**src/rtl/mul_div_unit_if.sv**
```systemverilog
// mul_div_unit_if: groups the control-side request signals and the
// register-file writeback signals of the multiply/divide unit.
//
// Signals:
//   start, op, operand_a, operand_b, dest_addr  - request from control
//   busy, done, div_by_zero                     - status back to control
//   wb_enable, wb_addr, wb_data                 - register-file write port
//
// Modports:
//   master - the control/testbench side that issues requests
//   slave  - the execution unit itself
interface mul_div_unit_if #(
    parameter int WIDTH = 8
);
    logic             start;
    logic             op;
    logic [WIDTH-1:0] operand_a;
    logic [WIDTH-1:0] operand_b;
    logic [2:0]       dest_addr;
    logic             busy;
    logic             done;
    logic             div_by_zero;
    logic             wb_enable;
    logic [2:0]       wb_addr;
    logic [WIDTH-1:0] wb_data;

    modport master (
        output start, op, operand_a, operand_b, dest_addr,
        input  busy, done, div_by_zero, wb_enable, wb_addr, wb_data
    );

    modport slave (
        input  start, op, operand_a, operand_b, dest_addr,
        output busy, done, div_by_zero, wb_enable, wb_addr, wb_data
    );
endinterface

```
**src/rtl/mul_div_unit.sv**
```systemverilog
// mul_div_unit: multi-cycle unsigned multiply (shift-add) and divide
// (restoring) unit. A request is accepted in IDLE, iterates ITER cycles,
// then writes the two result bytes through the register-file write port:
// low byte / quotient to rd, high byte / remainder to rd+1 (mod 8).
//
// Ports:
//   clk  - clock, all state updates on the rising edge
//   rst  - synchronous, active-high reset
//   bus  - mul_div_unit_if.slave: request, status and writeback signals
//
// Parameters:
//   WIDTH - operand width (8 only)
//   ITER  - iteration count, equal to WIDTH
module mul_div_unit #(
    parameter int WIDTH = 8,
    parameter int ITER  = 8
) (
    input logic          clk,
    input logic          rst,
    mul_div_unit_if.slave bus
);
    localparam int CNT_W = (ITER > 1) ? $clog2(ITER) : 1;

    typedef enum logic [1:0] {
        IDLE,
        CALC,
        WB_LO,
        WB_HI
    } state_t;

    state_t           state;
    state_t           next_state;

    logic             op_q;
    logic [WIDTH-1:0] a_q;
    logic [WIDTH-1:0] b_q;
    logic [2:0]       rd_q;
    logic [CNT_W-1:0] cnt_q;
    logic             dbz_q;
    // hi_q: running product high half / partial remainder.
    // lo_q: multiplier being consumed (becomes product low half) /
    //       dividend being consumed (becomes quotient).
    logic [WIDTH-1:0] hi_q;
    logic [WIDTH-1:0] lo_q;

    logic             accept;
    logic             last_iter;

    logic [WIDTH:0]   mul_sum;
    logic [WIDTH:0]   div_shift;
    logic             div_ge;
    logic [WIDTH-1:0] div_diff;

    assign accept    = (state == IDLE) && bus.start;
    assign last_iter = (cnt_q == CNT_W'(ITER - 1));

    // State register.
    always_ff @(posedge clk) begin
        if (rst) begin
            state <= IDLE;
        end else begin
            state <= next_state;
        end
    end

    // Next-state logic.
    always_comb begin
        next_state = state;
        case (state)
            IDLE:    if (bus.start) next_state = CALC;
            CALC:    if (last_iter) next_state = WB_LO;
            WB_LO:   next_state = WB_HI;
            WB_HI:   next_state = IDLE;
            default: next_state = IDLE;
        endcase
    end

    // One iteration step of each algorithm.
    // The divide shift is 9 bits wide; when its top bit is set the shifted
    // remainder is certainly >= the divisor, and the 8-bit difference is
    // exact because the true remainder always stays below the divisor.
    always_comb begin
        mul_sum   = {1'b0, hi_q} + (lo_q[0] ? {1'b0, a_q} : {(WIDTH+1){1'b0}});
        div_shift = {hi_q, lo_q[WIDTH-1]};
        div_ge    = div_shift[WIDTH] || (div_shift[WIDTH-1:0] >= b_q);
        div_diff  = div_shift[WIDTH-1:0] - b_q;
    end

    // Operand latch and iteration datapath. Requests arriving outside IDLE
    // never touch the latched operands.
    always_ff @(posedge clk) begin
        if (rst) begin
            op_q  <= 1'b0;
            a_q   <= '0;
            b_q   <= '0;
            rd_q  <= '0;
            cnt_q <= '0;
            dbz_q <= 1'b0;
            hi_q  <= '0;
            lo_q  <= '0;
        end else if (accept) begin
            op_q  <= bus.op;
            a_q   <= bus.operand_a;
            b_q   <= bus.operand_b;
            rd_q  <= bus.dest_addr;
            cnt_q <= '0;
            dbz_q <= bus.op && (bus.operand_b == '0);
            hi_q  <= '0;
            lo_q  <= bus.op ? bus.operand_a : bus.operand_b;
        end else if (state == CALC) begin
            cnt_q <= cnt_q + CNT_W'(1);
            if (op_q) begin
                hi_q <= div_ge ? div_diff : div_shift[WIDTH-1:0];
                lo_q <= {lo_q[WIDTH-2:0], div_ge};
            end else begin
                hi_q <= mul_sum[WIDTH:1];
                lo_q <= {mul_sum[0], lo_q[WIDTH-1:1]};
            end
        end
    end

    // Outputs decoded from the state register and latched result only.
    // Divide by zero forces Q to all ones and R to the dividend.
    always_comb begin
        bus.busy      = (state != IDLE);
        bus.done      = (state == WB_HI);
        bus.wb_enable = 1'b0;
        bus.wb_addr   = '0;
        bus.wb_data   = '0;
        case (state)
            WB_LO: begin
                bus.wb_enable = 1'b1;
                bus.wb_addr   = rd_q;
                bus.wb_data   = dbz_q ? {WIDTH{1'b1}} : lo_q;
            end
            WB_HI: begin
                bus.wb_enable = 1'b1;
                bus.wb_addr   = rd_q + 3'd1;
                bus.wb_data   = dbz_q ? a_q : hi_q;
            end
            default: ;
        endcase
    end

    assign bus.div_by_zero = dbz_q;

endmodule
```
**src/flat_wrapper.sv**
```systemverilog
// flat-port wrapper written by rule: the top's interface ports become plain ports
module mul_div_unit_flat 
#(
    parameter int WIDTH = 8,
    parameter int ITER  = 8
)
  (clk, rst, bus_start, bus_op, bus_operand_a, bus_operand_b, bus_dest_addr, bus_busy, bus_done, bus_div_by_zero, bus_wb_enable, bus_wb_addr, bus_wb_data);
  mul_div_unit_if #(.WIDTH(WIDTH)) bus_i ();
  input logic clk;
  input logic rst;
  input wire logic [$bits(bus_i.start)-1:0] bus_start;
  input wire logic [$bits(bus_i.op)-1:0] bus_op;
  input wire logic [$bits(bus_i.operand_a)-1:0] bus_operand_a;
  input wire logic [$bits(bus_i.operand_b)-1:0] bus_operand_b;
  input wire logic [$bits(bus_i.dest_addr)-1:0] bus_dest_addr;
  output wire logic [$bits(bus_i.busy)-1:0] bus_busy;
  output wire logic [$bits(bus_i.done)-1:0] bus_done;
  output wire logic [$bits(bus_i.div_by_zero)-1:0] bus_div_by_zero;
  output wire logic [$bits(bus_i.wb_enable)-1:0] bus_wb_enable;
  output wire logic [$bits(bus_i.wb_addr)-1:0] bus_wb_addr;
  output wire logic [$bits(bus_i.wb_data)-1:0] bus_wb_data;
  assign bus_i.start = bus_start;
  assign bus_i.op = bus_op;
  assign bus_i.operand_a = bus_operand_a;
  assign bus_i.operand_b = bus_operand_b;
  assign bus_i.dest_addr = bus_dest_addr;
  assign bus_busy = bus_i.busy;
  assign bus_done = bus_i.done;
  assign bus_div_by_zero = bus_i.div_by_zero;
  assign bus_wb_enable = bus_i.wb_enable;
  assign bus_wb_addr = bus_i.wb_addr;
  assign bus_wb_data = bus_i.wb_data;
  mul_div_unit #(.WIDTH(WIDTH), .ITER(ITER)) u_core (.clk(clk), .rst(rst), .bus(bus_i));
endmodule
```
**config.mk**
```make
export PLATFORM = sky130hd
export DESIGN_NAME = mul_div_unit_flat
export DESIGN_NICKNAME = d
export VERILOG_FILES = /design/src/rtl/mul_div_unit_if.sv /design/src/rtl/mul_div_unit.sv /design/src/flat_wrapper.sv
export SDC_FILE = /design/constraint.sdc
export NUM_CORES = 1
export LEC_CHECK = 0
export BUFFER_PORTS_ARGS = -buffer_cell sky130_fd_sc_hd__buf_2
export CORE_MARGIN = 3
export CORE_UTILIZATION = 45
export DETAILED_ROUTE_END_ITERATION = 8
export PLACE_DENSITY = 0.69
export SKIP_CTS_REPAIR_TIMING = 1
export SYNTH_ARGS = -nofsm -noshare
export SYNTH_HDL_FRONTEND = slang
export SYNTH_SLANG_ARGS = --single-unit
```
**constraint.sdc**
```tcl
create_clock -name clk -period 3.3 [get_ports clk]
set_input_delay 0.99 -clock clk [delete_from_list [all_inputs] [get_ports clk]]
set_output_delay 0.99 -clock clk [all_outputs]
set_load 0.02 [all_outputs]
```
==> results of run 1 <==
## state kept, by name (all words and copies together), names as in the netlist
register	count
u_core.a_q	8
u_core.b_q	8
u_core.bus.div_by_zero	1
u_core.cnt_q	3
u_core.hi_q	8
u_core.lo_q	8
u_core.op_q	1
u_core.rd_q	3
u_core.state	2
## worst reg2reg max path, cell delays in order, from the launching register on
cell and delay (ps):
dfxtp_1 390, inv_1 60, ha_1 220, fa_1 390, nand2b_1 170, a21o_2 230, a2111oi_4 300, nor4_2 80
buf_4 190, and4_2 250, a211o_1 220
## kinds of logic (layout without fill, tap and decap cells)
| kind of cell | count (synthesis) | count (layout) | synth area share |
|---|---|---|---|
| buf+inv | 41 | 71 | 0.0557 |
| compound gates | 115 | 115 | 0.257 |
| xor+xnor | 8 | 8 | 0.0240 |
| simple gates | 109 | 109 | 0.172 |
| flops | 42 | 42 | 0.288 |
| fa+ha+maj | 26 | 26 | 0.117 |
| mux | 25 | 25 | 0.0866 |
## routing by layer
layer	vias up	track usage	routed length, um
met5	-	0	0
met4	0	0.0609	159
met3	16	0.0276	407
met2	103	0.350	3450
met1	1243	0.302	3600
li1	1372	-	-
## synthesized netlist by cell type, types with 2 or more instances
cell type,count,area (um^2)
and2_1,10,62.6
fa_1,2,40.0
nor3_1,3,15.0
nor2_1,24,90.1
nand2_1,50,188
o211ai_1,2,15.0
mux2i_1,23,230
a21o_1,3,22.5
o221ai_1,4,35.0
o21ai_0,14,70.1
buf_1,2,7.51
xor2_1,3,26.3
a31oi_1,2,12.5
ha_1,24,300
xnor2_1,5,43.8
a211oi_1,22,165
nand3_1,4,20.0
dfxtp_1,42,841
clkbuf_1,18,67.6
mux2_2,2,22.5
nand2b_1,4,25.0
a211o_1,4,35.0
o21a_1,2,15.0
a21oi_1,43,215
nor2b_1,4,25.0
o22ai_1,4,25.0
a22oi_1,8,60.1
inv_1,18,67.6
nor4_1,4,25.0
## worst max path at each step
stage               startpoint             end  depth (start not counted)
4_1_cts        u_core.state[0]  bus_wb_data[7]                          5
6_report       u_core.state[0]  bus_wb_data[7]                          5
3_3_place_gp    u_core.lo_q[7]  u_core.hi_q[0]                         10
3_5_place_dp    u_core.lo_q[7]  u_core.hi_q[0]                         10
5_1_grt        u_core.state[0]  bus_wb_data[7]                          5
2_1_floorplan  u_core.state[1]  bus_wb_data[0]                          4
## per-stage QoR
stage	area [um^2]	worst slack [ps]
floorplan	2920	751
global placement	3170	748
detailed placement	3170	725
CTS	3250	431
global route	3250	226
finish	3250	409
## cell usage in the layout (no fill, tap or decap), types with 2 or more instances in the layout
cell type / netlist / layout
nand2_1: 50 / 50
a21oi_1: 43 / 43
dfxtp_1: 42 / 42
buf_2: 1 / 37
nor2_1: 24 / 24
ha_1: 24 / 24
mux2i_1: 23 / 23
a211oi_1: 22 / 22
inv_1: 18 / 18
o21ai_0: 14 / 14
and2_1: 10 / 10
a22oi_1: 8 / 8
buf_4: 0 / 8
xnor2_1: 5 / 5
clkbuf_8: 0 / 5
nor2b_1: 4 / 4
o22ai_1: 4 / 4
nand3_1: 4 / 4
nand2b_1: 4 / 4
a211o_1: 4 / 4
nor4_1: 4 / 4
o221ai_1: 4 / 4
nor3_1: 3 / 3
a21o_1: 3 / 3
xor2_1: 3 / 3
mux2_2: 2 / 2
o211ai_1: 2 / 2
o21a_1: 2 / 2
a31oi_1: 2 / 2
fa_1: 2 / 2
clkinv_2: 0 / 2
## final cells by class
type	count	area (um^2)
Clock inverter	2	10.0
Inverter	19	71.3
Sequential cell	42	841
Fill cell	613	2850
Multi-Input combinational cell	283	1920
Timing Repair Buffer	45	245
Clock buffer	5	68.8
Tap cell	75	93.8
## power by group through the flow
stage / sequential [mW] / combinational, mW / clock [mW]
after detailed placement: 0.814 / 1.63 / 0
after global placement: 0.813 / 1.60 / 0
final: 0.806 / 1.64 / 0.318
after global routing: 0.825 / 1.84 / 0.349
after floorplan: 0.739 / 1.33 / 0
after CTS: 0.803 / 1.64 / 0.328
==> results.py, run 1 <==
metrics = {
    "place": {
        "place.detailed.hpwl_um": 5710,
        "port_buffers": 37,
        "placedCellCount": 464,
        "routabilityCongestion": 0.923,
    },
    "sta": {
        "slew-limit-headroom": 0.561,
        "fmax_ghz": 0.346,
        "fin_crit_ps": 2890,
        "drv_slew": 0,
        "period_share": 0.876,
        "rsz0062_at_grt": "false",
        "fin_worst_skew_ps": 2.34,
        "tns_ps": 0,
        "finalSetupViolations": 0,
        "worst-slew-pin-transition_ps": 659,
        "holdWs_ps": 456,
        "report.final.hold_viol_count": 0,
    },
    "route": {
        "final_antenna_net_count": 0,
        "drc": 0,
        "avgRoutedWirePerCell_um": 16.2,
        "totalWireLength_um": 7620,
        "first_pass_iters": 5,
        "vias_per_cell": 5.80,
        "routed-via-count": 2734,
        "drt_first_iter_violations": 204,
    },
    "clock_tree": {
        "cts_max_level": 2,
        "clockBufferDepth": 2,
        "clk_latency_ps": 290,
        "numCtsBuffers": 5,
        "clk_pin_slew_ps": 80,
        "cts_tree": "built",
        "ctsRootBufferMaster": "clkbuf_8",
        "clkSinkCount": 42,
    },
    "run": {
        "maxCapViolations": 0,
    },
    "layout": {
        "antenna_cells": 0,
        "area_delta_synth_final_pct": 11.2,
        "utilization": 0.532,
        "nets": 445,
        "drive_gt1_frac": 0.149,
        "final_cells": 471,
    },
    "synth": {
        "synthDistinctLibCells": 45,
        "ys_async_sr_fraction": 0,
        "avgSynthCellArea_um2": 7.98,
        "syn_nets": 415,
        "synthCells": 366,
        "synth_edf_count": 0,
        "yosysSeqAreaShare": 0.288,
        "synth_seq_cells": 42,
        "ys.flop_type": "dfxtp_1",
        "synth_area_mm2": 0.00292,
        "ys.warnings.count": 0,
    },
    "floorplanning": {
        "die_area_mm2": 0.00749,
        "fp.dieW_um": 86.5,
        "io_pins": 38,
        "row_count": 28,
        "start_util": 0.479,
        "core-area_mm2": 0.00610,
        "die_h_um": 86.5,
    },
    "pwr": {
        "p_comb_frac": 0.593,
        "p_sw_mw": 1.30,
        "p_sw_frac": 0.470,
        "powerDensity_mw_per_mm2": 851,
        "p_clk_frac": 0.115,
        "peakVddDrop_uv": 459,
        "leakagePower_nw": 1.42,
        "total_power_mw": 2.76,
        "p_int_mw": 1.47,
        "power_frac_seq": 0.292,
    },
    "setup_path": {
        "path_buf_inv": 2,
        "arrival_ps": 1900,
        "crit_required_ps": 2310,
        "cp_top_family": "adder cells",
        "crit_fanout": 19,
        "reg2reg_slack_ps": 700,
        "path_cells": "inv_1 -> ha_1 -> a22oi_1 -> o21ai_0 -> buf_2",
        "r2r_cells": 10,
        "r2r-start": "u_core.lo_q[7]",
        "critical_path_class": "reg -> out",
        "crit_slowest_cell": "ha_1",
        "cp-start-kind": "register",
        "slowest_delay_ps": 600,
        "crit_path_end_kind": "primary output",
        "reg2reg_to": "u_core.hi_q[0]",
    },
    "hold_path": {
        "hp-class": "reg -> reg",
        "min_to": "u_core.b_q[3]",
        "whs_path_depth": 2,
        "min-delay-start": "u_core.b_q[3]",
    },
    "run_status": {
        "status": "finished, final reports clean",
    },
    "global_route": {
        "gr-total-overflow": 0,
        "grt_max_degree": 37,
        "grt_antenna_before_repair": 0,
        "grt_pass1_vias": 2633,
        "grt_pass1_wl_um": 13100,
        "grt_usage": 0.216,
    },
}
Note: power is estimated with default switching activity, not from simulation.
==> inputs of run 2 (changes only) <==
- CORE_UTILIZATION: 45 -> 36
- HOLD_SLACK_MARGIN: not set -> 0.05
- PLACE_DENSITY: 0.69 -> 0.58
==> run 2 against run 1 <==
Sequential power is 0.9% higher. Cell area is 2.5% higher. Critical path type unchanged. Hold slack better by 4.8 ps. Highest routed layer unchanged. Worst setup slack better by 4.3 ps. Count of clock-buffer cells in the layout is 1 higher.
==> results.py, run 2 (synthesis gave the netlist of run 1 again) <==
metrics = {
    "run_status": {
        "status": "finished, final reports clean",
    },
    "setup_path": {
        "path_buf_inv": 1,
        "cp-start-kind": "register",
        "slowest_delay_ps": 560,
        "r2r_cells": 10,
        "reg2reg_slack_ps": 670,
        "crit_path_end_kind": "primary output",
        "arrival_ps": 1900,
        "crit_fanout": 8,
        "reg2reg_to": "u_core.hi_q[0]",
        "crit_required_ps": 2310,
        "path_cells": "ha_1 -> nor2b_1 -> a22oi_1 -> o21ai_0 -> buf_2",
        "critical_path_class": "reg -> out",
        "crit_slowest_cell": "nor2b_1",
        "r2r-start": "u_core.lo_q[7]",
        "cp_top_family": "simple AND/OR/NAND/NOR gates",
    },
    "clock_tree": {
        "clk_pin_slew_ps": 80,
        "ctsRootBufferMaster": "clkbuf_8",
        "cts_max_level": 2,
        "clk_latency_ps": 290,
        "clockBufferDepth": 2,
        "numCtsBuffers": 5,
        "clkSinkCount": 42,
        "cts_tree": "built",
    },
    "floorplanning": {
        "row_count": 32,
        "core-area_mm2": 0.00781,
        "die_h_um": 96.0,
        "die_area_mm2": 0.00922,
        "fp.dieW_um": 96.0,
        "io_pins": 38,
        "start_util": 0.374,
    },
    "route": {
        "totalWireLength_um": 8130,
        "drc": 0,
        "first_pass_iters": 4,
        "vias_per_cell": 5.43,
        "drt_first_iter_violations": 108,
        "final_antenna_net_count": 0,
        "routed-via-count": 2721,
        "avgRoutedWirePerCell_um": 16.2,
    },
    "hold_path": {
        "min-delay-start": "u_core.b_q[7]",
        "min_to": "u_core.b_q[7]",
        "hp-class": "reg -> reg",
        "whs_path_depth": 2,
    },
    "global_route": {
        "gr-total-overflow": 0,
        "grt_pass1_wl_um": 13300,
        "grt_antenna_before_repair": 0,
        "grt_usage": 0.186,
        "grt_max_degree": 37,
        "grt_pass1_vias": 2614,
    },
    "layout": {
        "nets": 447,
        "area_delta_synth_final_pct": 13.9,
        "final_cell_mix": "nand2_1 (50), a21oi_1 (43), dfxtp_1 (42), buf_2 (37)",
        "mostFrequentLayoutCell": "nand2_1",
        "fill_cells": 836,
        "antenna_cells": 0,
        "drive_gt1_frac": 0.153,
    },
    "sta": {
        "slew-limit-headroom": 0.541,
        "worst-slew-pin-transition_ps": 689,
        "finalSetupViolations": 0,
        "rsz0062_at_grt": "false",
        "drv_slew": 0,
        "period_share": 0.875,
        "tns_ps": 0,
        "fin_worst_skew_ps": 6.92,
        "fin_crit_ps": 2890,
        "fmax_ghz": 0.346,
        "report.final.hold_viol_count": 0,
    },
    "place": {
        "routabilityCongestion": 0.858,
        "port_buffers": 37,
        "place.detailed.hpwl_um": 6080,
    },
    "pwr": {
        "leakagePower_nw": 1.43,
        "peakVddDrop_uv": 324,
        "total_power_mw": 2.90,
        "powerDensity_mw_per_mm2": 871,
    },
    "run": {
        "maxCapViolations": 0,
    },
}
==> run 2: how the worst max path moves through the flow <==
| stage | depth (start not counted) | endpoint | from |
|---|---|---|---|
| floorplan | 4 | bus_wb_data[0] | u_core.state[1] |
| global placement | 10 | u_core.hi_q[0] | u_core.lo_q[7] |
| detailed placement | 10 | u_core.hi_q[0] | u_core.lo_q[7] |
| CTS | 5 | bus_wb_data[7] | u_core.state[1] |
| global route | 5 | bus_wb_data[5] | u_core.state[1] |
| finish | 5 | bus_wb_data[5] | u_core.state[1] |
==> run 2: layout make-up <==
| cell class | instances | area, um^2 | area share |
|---|---|---|---|
| multi-input combinational | 283 | 1920 | 0.576 |
| sequential | 42 | 841 | 0.253 |
| timing repair buffer | 47 | 260 | 0.0783 |
| tap | 102 | 128 | 0.0384 |
| clock buffer | 6 | 72.6 | 0.0218 |
| inverter | 19 | 71.3 | 0.0214 |
| clock inverter | 2 | 37.5 | 0.0113 |
==> run 2: per-layer routing <==
metal / vias to the layer above / wire length (um) / GRT usage
met1: 1270 / 3990 / 0.265
met4: 0 / 76 / 0.0450
met2: 70 / 3700 / 0.293
li1: 1375 / - / -
met3: 6 / 364 / 0.0274
met5: - / 0 / 0
==> run 2: worst reg2reg max path, stage by stage (launching register included) <==
cell	delay (ps)
dfxtp_1	420
inv_1	70
ha_1	230
fa_1	400
nand2b_1	180
a21o_2	230
a2111oi_4	300
nor4_2	90
buf_4	170
and4_2	220
a211o_1	220
==> run 2: through the flow <==
stage	worst slack (ps)	utilization	instances	area (um^2)	hold slack [ps]
4_1_cts	398	0.426	501	3330	463
6_report	413	0.426	501	3330	461
5_1_grt	230	0.426	501	3330	492
3_3_place_gp	747	0.412	493	3220	443
2_1_floorplan	751	-	366	2920	436
3_5_place_dp	699	0.412	493	3220	450
==> run 2: power by group <==
part           internal [mW]  leakage, nW  switching [mW]
clock network          0.226       0.0514           0.183
registers              0.639        0.344           0.174
logic                  0.713         1.04           0.962
total                   1.58         1.43            1.32
